[src/rtl/ram_byte_master_pkg.sv]
// Shared codes for the byte RAM master: En[20:17] operation codes, request
// encoding, sequencer states and the virtual-to-pseudo address mapping.
package ram_byte_master_pkg;

    typedef enum logic [3:0] {
        EN_PAGE = 4'b0000,
        EN_ZPCY = 4'b0010,
        EN_ZPY  = 4'b0100,
        EN_CA1  = 4'b0110,
        EN_ZPX  = 4'b1000,
        EN_CA3  = 4'b1010,
        EN_ZPCX = 4'b1100,
        EN_CC   = 4'b1110,
        EN_NOP  = 4'b1111
    } en_code_t;

    typedef enum logic [1:0] {
        OP_READ  = 2'b00,
        OP_WRITE = 2'b01,
        OP_PAGE  = 2'b10,
        OP_RSVD  = 2'b11
    } op_t;

    typedef enum logic [2:0] {
        ST_IDLE,
        ST_ARM,
        ST_ADDR,
        ST_WR_HI,
        ST_WR_LO,
        ST_PAGE
    } state_t;

    // High address byte goes out inverted on either the A1/A2 or the A3/A4 pair.
    function automatic logic [15:0] addr_map(input logic [15:0] addr, input logic ca1);
        logic [7:0] pair;
        pair = {~addr[11:8], ~addr[15:12]};
        return ca1 ? {8'hFF, pair} : {pair, 8'hFF};
    endfunction

endpackage

[src/rtl/ram_byte_master_tn_edge.sv]
// Phase-strobe edge detector: one registered copy of tn, edges suppressed on
// the first clock after reset so a strobe already low is not seen as a fall.
module tn_edge (
    input  logic        i_clk,
    input  logic        i_rst_n,
    input  logic [10:1] i_tn,
    output logic        o_t4_rise,
    output logic        o_t5_fall,
    output logic        o_t7_fall
);

    logic [10:1] r_tn;
    logic        r_armed;
    logic        w_unused_tn;

    always_ff @(posedge i_clk or negedge i_rst_n) begin
        if (!i_rst_n) begin
            r_tn    <= '1;
            r_armed <= 1'b0;
        end else begin
            r_tn    <= i_tn;
            r_armed <= 1'b1;
        end
    end

    assign o_t4_rise = r_armed & ~r_tn[4] &  i_tn[4];
    assign o_t5_fall = r_armed &  r_tn[5] & ~i_tn[5];
    assign o_t7_fall = r_armed &  r_tn[7] & ~i_tn[7];

    assign w_unused_tn = ^{r_tn[10:8], r_tn[6], r_tn[3:1]};

endmodule

[src/rtl/ram_byte_master.sv]
// Byte-wide RAM access sequencer: turns read/write/page-load requests into
// En[20:17]/En[28:25] codes and address/data nibbles, paced by the tn strobes.
//
// state    | meaning
// ---------+----------------------------------------------------------
// ST_IDLE  | ready; accept on tn5 fall, drive address
// ST_ARM   | tn7 fall: CA1/CA3 code, high write nibble on Data
// ST_ADDR  | read: capture {Y,X} after tn4 rise; tn7 fall dispatches op
// ST_WR_HI | ZPY active; tn7 fall: low nibble, ZPX
// ST_WR_LO | ZPX active; tn7 fall: done
// ST_PAGE  | page code + 10w active; tn7 fall: done
module ram_byte_master
    import ram_byte_master_pkg::*;
#(
    parameter logic [3:0] IDLE_OP  = 4'b1111,
    parameter logic [3:0] PAGE_10W = 4'b0111
) (
    input  logic        ram_clk,
    input  logic        initn,
    input  logic [10:1] tn,
    input  logic        req_valid,
    output logic        req_ready,
    input  logic [1:0]  req_op,
    input  logic        req_ca1,
    input  logic [15:0] req_addr,
    input  logic [7:0]  req_wdata,
    output logic        rsp_valid,
    output logic [7:0]  rsp_rdata,
    output logic [15:0] Addr_n,
    output logic [3:0]  Z2,
    output logic [3:0]  Z3,
    output logic [3:0]  Data,
    output logic [3:0]  en_ram,
    output logic [3:0]  en_10w,
    input  logic [3:0]  X,
    input  logic [3:0]  Y
);

    logic        w_t4_rise;
    logic        w_t5_fall;
    logic        w_t7_fall;
    logic        w_ca1;

    state_t      r_state;
    op_t         r_op;
    logic        r_ca1;
    logic [7:0]  r_wdata;
    logic        r_cap;
    logic        r_rd_done;
    logic [15:0] r_addr_n;
    logic [3:0]  r_z2;
    logic [3:0]  r_z3;
    logic [3:0]  r_data;
    logic [3:0]  r_en_ram;
    logic [3:0]  r_en_10w;
    logic [7:0]  r_rdata;
    logic        r_rsp;

    tn_edge u_tn_edge (
        .i_clk     (ram_clk),
        .i_rst_n   (initn),
        .i_tn      (tn),
        .o_t4_rise (w_t4_rise),
        .o_t5_fall (w_t5_fall),
        .o_t7_fall (w_t7_fall)
    );

    // Page loads always go through the A1/A2 path.
    assign w_ca1 = req_ca1 | (req_op == OP_PAGE);

    always_ff @(posedge ram_clk or negedge initn) begin
        if (!initn) begin
            r_state   <= ST_IDLE;
            r_op      <= OP_READ;
            r_ca1     <= 1'b0;
            r_wdata   <= 8'h00;
            r_cap     <= 1'b0;
            r_rd_done <= 1'b0;
            r_addr_n  <= 16'hFFFF;
            r_z2      <= 4'h0;
            r_z3      <= 4'h0;
            r_data    <= 4'h0;
            r_en_ram  <= IDLE_OP;
            r_en_10w  <= 4'hF;
            r_rdata   <= 8'h00;
            r_rsp     <= 1'b0;
        end else begin
            r_rsp <= 1'b0;
            if (r_cap) begin
                r_rdata <= {Y, X};
                r_rsp   <= 1'b1;
                r_cap   <= 1'b0;
            end
            case (r_state)
                ST_IDLE: begin
                    if (w_t5_fall && req_valid && (req_op != OP_RSVD)) begin
                        r_op      <= op_t'(req_op);
                        r_ca1     <= w_ca1;
                        r_wdata   <= req_wdata;
                        r_rd_done <= 1'b0;
                        r_addr_n  <= addr_map(req_addr, w_ca1);
                        r_z2      <= req_addr[7:4];
                        r_z3      <= req_addr[3:0];
                        r_state   <= ST_ARM;
                    end
                end
                ST_ARM: begin
                    if (w_t7_fall) begin
                        r_en_ram <= r_ca1 ? EN_CA1 : EN_CA3;
                        r_data   <= r_wdata[7:4];
                        r_state  <= ST_ADDR;
                    end
                end
                ST_ADDR: begin
                    if ((r_op == OP_READ) && w_t4_rise && !r_rd_done) begin
                        r_cap     <= 1'b1;
                        r_rd_done <= 1'b1;
                    end
                    if (w_t7_fall) begin
                        if (r_op == OP_READ) begin
                            r_en_ram <= IDLE_OP;
                            r_state  <= ST_IDLE;
                        end else if (r_op == OP_WRITE) begin
                            r_en_ram <= EN_ZPY;
                            r_state  <= ST_WR_HI;
                        end else begin
                            r_en_ram <= EN_PAGE;
                            r_en_10w <= PAGE_10W;
                            r_state  <= ST_PAGE;
                        end
                    end
                end
                ST_WR_HI: begin
                    if (w_t7_fall) begin
                        r_data   <= r_wdata[3:0];
                        r_en_ram <= EN_ZPX;
                        r_state  <= ST_WR_LO;
                    end
                end
                ST_WR_LO: begin
                    if (w_t7_fall) begin
                        r_en_ram <= IDLE_OP;
                        r_rsp    <= 1'b1;
                        r_state  <= ST_IDLE;
                    end
                end
                ST_PAGE: begin
                    if (w_t7_fall) begin
                        r_en_ram <= IDLE_OP;
                        r_en_10w <= 4'hF;
                        r_rsp    <= 1'b1;
                        r_state  <= ST_IDLE;
                    end
                end
                default: r_state <= ST_IDLE;
            endcase
        end
    end

    assign req_ready = (r_state == ST_IDLE);
    assign rsp_valid = r_rsp;
    assign rsp_rdata = r_rdata;
    assign Addr_n    = r_addr_n;
    assign Z2        = r_z2;
    assign Z3        = r_z3;
    assign Data      = r_data;
    assign en_ram    = r_en_ram;
    assign en_10w    = r_en_10w;

endmodule

[config.mk]
export PLATFORM = sky130hd
export DESIGN_NAME = ram_byte_master
export DESIGN_NICKNAME = d
export VERILOG_FILES = /design/src/rtl/ram_byte_master_pkg.sv /design/src/rtl/ram_byte_master_tn_edge.sv /design/src/rtl/ram_byte_master.sv
export SDC_FILE = /design/constraint.sdc
export NUM_CORES = 1
export LEC_CHECK = 0
export ABC_AREA = 1
export BUFFER_PORTS_ARGS = -buffer_cell sky130_fd_sc_hd__buf_2
export CORE_MARGIN = 4
export CORE_UTILIZATION = 45
export DETAILED_ROUTE_END_ITERATION = 12
export GPL_TIMING_DRIVEN = 0
export PLACE_DENSITY = 0.75
export SLEW_MARGIN = 25
export SYNTH_ARGS = -nofsm -noshare
export SYNTH_HDL_FRONTEND = slang
export SYNTH_SLANG_ARGS = --single-unit
[constraint.sdc]
create_clock -name ram_clk -period 1.13 [get_ports ram_clk]
set_input_delay 0.0565 -clock ram_clk [delete_from_list [all_inputs] [get_ports ram_clk]]
set_output_delay 0.0565 -clock ram_clk [all_outputs]
set_load 0.1 [all_outputs]
==> out/metrics.yaml <==
logic_synthesis:
  synth-seq-cells: 62
  synth_area_leaders: "dfrtp_1, dfstp_2, nand2_1"
  synth_top_family_by_area: "simple AND/OR/NAND/NOR gates"
  synthMuxAreaShare_pct: 3.22
  synth_area_um2: 2800
  synth_flop_cell: "dfrtp_1"
  async_flop_share_pct: 100
  synth-compound-area-share_pct: 9.42
  synth.most_common_cell: "nand2_1"
  synth_common_cells: "nand2_1, dfrtp_1, o21ai_0"
  yosysTopAreaCell: "dfrtp_1"
  yosysWarnings: 0
  synth_top_area_share_pct: 33.9
  synth_fa_ha_area_share_pct: 0
  ys_seq_area_share_pct: 56.5
  syn_area_per_cell_um2: 9.13
  ys_types: 27
  synth_xor_area_share_pct: 0
  synth_edf_count: 0
  synth-simple-area-share_pct: 24.0
  synthCells: 307
critical_path:
  worstPathMaxFanout: 5
  crit_required_ns: 1.07
  end_kind: "primary output"
  crit_arrival_ns: 1.27
  start_kind: "flip-flop"
  critPathKind: "reg2out"
sta:
  hold_viol: 0
  slew_headroom_pct: 48.7
  fin_crit_sh_pct: 117
  max_freq_mhz: 755
  rsz0062_at_grt: "yes"
  setup_ws_ns: -0.195
  fin_hold_ws_ns: 0.000862
  fin_worst_skew_ns: 0.00872
  fin_crit_ns: 1.32
  finalMaxSlewViolations: 0
  worst_pin_slew_ns: 0.769
  setup_viol: 65
clock_network:
  cts_root_buffer: "clkbuf_8"
  tritoncts: "done"
  clkSinkCount: 62
  clock_latency_ns: 0.34
  cts_htree_levels: 3
  cts-buffers-inserted: 9
  clk_pin_slew_worst_paths_ns: 0.07
  cts_buffer_depth: 2
global_routing:
  overflow: 0
  grt_pass1_wl_um: 12800
  first_global_vias: 2789
  grt_antenna_before_repair: 0
  grt_max_degree: 63
  track_usage_pct: 22.3
route:
  vias: 2683
  met3_length_um: 418
  drc_errors: 0
  avgViaCountPerCell: 4.97
  drt_pass1_iterations: 6
  wl_met2_um: 4450
  ant_nets: 0
  wl_met1_um: 3100
  dr.max_layer_used: "met4"
  wirelength_um: 8250
  drtIter0Drc: 114
  post_drt_wl_per_cell_um: 15.3
layout:
  area_growth_pct: 66.8
  diodes: 0
  layout-drive-gt1-share_pct: 50.3
  ff_latch_area_um2: 1610
  stdcell_count: 540
  final_area_um2: 4670
  multi_input_area_um2: 1190
  nFillCells: 385
  layout.nets: 508
place:
  dp.cells: 468
  dpl_cell_area_um2: 3390
  place_ws_ns: -0.193
  gp_congestion: 0.766
  hpwl_um: 4590
  io_buffers: 83
run:
  maxCapViolCount: 0
floorplan:
  core.rowCount: 28
  die_w_um: 86.9
  die_area_um2: 7550
  initial_core_util_pct: 46.8
  coreArea_um2: 5990
  fp.dieH_um: 86.9
  ios: 94
outcome:
  status: "finished, violations left"
  violations: "negative setup slack"
hold_path:
  hold_class: "in2reg"
-- final cells by class --
type / count / area share, %
Sequential cell: 62 / 34.4
Timing Repair Buffer: 139 / 29.0
Multi-Input combinational cell: 212 / 25.6
Clock buffer: 15 / 3.56
Buffer: 14 / 2.92
Tap cell: 75 / 2.01
Inverter: 22 / 1.95
Clock inverter: 1 / 0.643
-- critical path, stage by stage, from the launching register on --
cell        delay [ns]
dfrtp_2           0.43
inv_4             0.08
nand3_4           0.11
clkinvlp_4        0.13
buf_12            0.17
-- worst paths after layout --
check / end / cells past startpoint / start / slack, ns
hold / removal: r_op[1] / 3 / req_op[1] / 0.0009
setup reg to reg: Z3[3] / 7 / u_tn_edge.r_tn[5] / -0.19
hold reg to reg: Data[2] / 2 / Data[2] / 0.48
setup / recovery: req_ready / 4 / r_state[0] / -0.19
max in group asynchronous: Data[1] / 2 / initn / 0.24
min in group asynchronous: Z2[3] / 2 / initn / 0.32
-- registers in the layout (all words and copies together), names as in the netlist, 2 cells and up --
| signal | flops |
|---|---|
| rsp_rdata | 8 |
| Z3 | 4 |
| r_wdata | 8 |
| r_state | 3 |
| r_op | 2 |
| Addr_n | 16 |
| Z2 | 4 |
| Data | 4 |
| en_ram | 4 |
| u_tn_edge.r_tn | 3 |
-- logic make-up after synthesis --
family / count (synthesis)
DFF: 62
buffers and inverters: 36
and+or+nand+nor: 153
muxes: 8
other: 1
AOI/OAI and AO/OA: 47
-- stage by stage --
step / setup TNS [ns] / util, %
2_1_floorplan: -2.93 / -
3_3_place_gp: -12.75 / 56.5
3_5_place_dp: -5.93 / 56.5
4_1_cts: -6.93 / 75.4
5_1_grt: -11.46 / 78.0
6_report: -7.63 / 78.0
-- cell usage in the layout (no fill, tap or decap), drive strengths merged --
cell / Yosys / layout
conb: 1 / 4
clkbuf: 6 / 21
dfrtp: 38 / 38
o21bai: 1 / 1
inv: 22 / 21
a21oi: 3 / 3
mux2: 8 / 8
nor2: 13 / 13
dlygate4sd3: 0 / 37
buf: 8 / 110
nand3: 15 / 15
o21ai: 43 / 43
clkinvlp: 0 / 1
dfstp: 24 / 24
nor3: 1 / 1
nand2: 124 / 124
bufinv: 0 / 1
-- per-layer routing --
layer  vias up  track usage [%]
li1       1275                -
met1      1296             24.4
met2        82             39.6
met3        30             6.05
met4         0             10.9
met5         -                0
-- timing repair --
action                                  4_1_cts  5_1_grt
endpoints found under the setup margin       91       72
gates resized for setup                     130       28
hold buffers                                 37        0
pin swaps                                     5       10
hold endpoints to repair                     82        0
setup buffers                                13        7
Power is left out: the tool's default activity adds up to more than one toggle a clock period on the data nets, which glitch-free logic cannot reach.
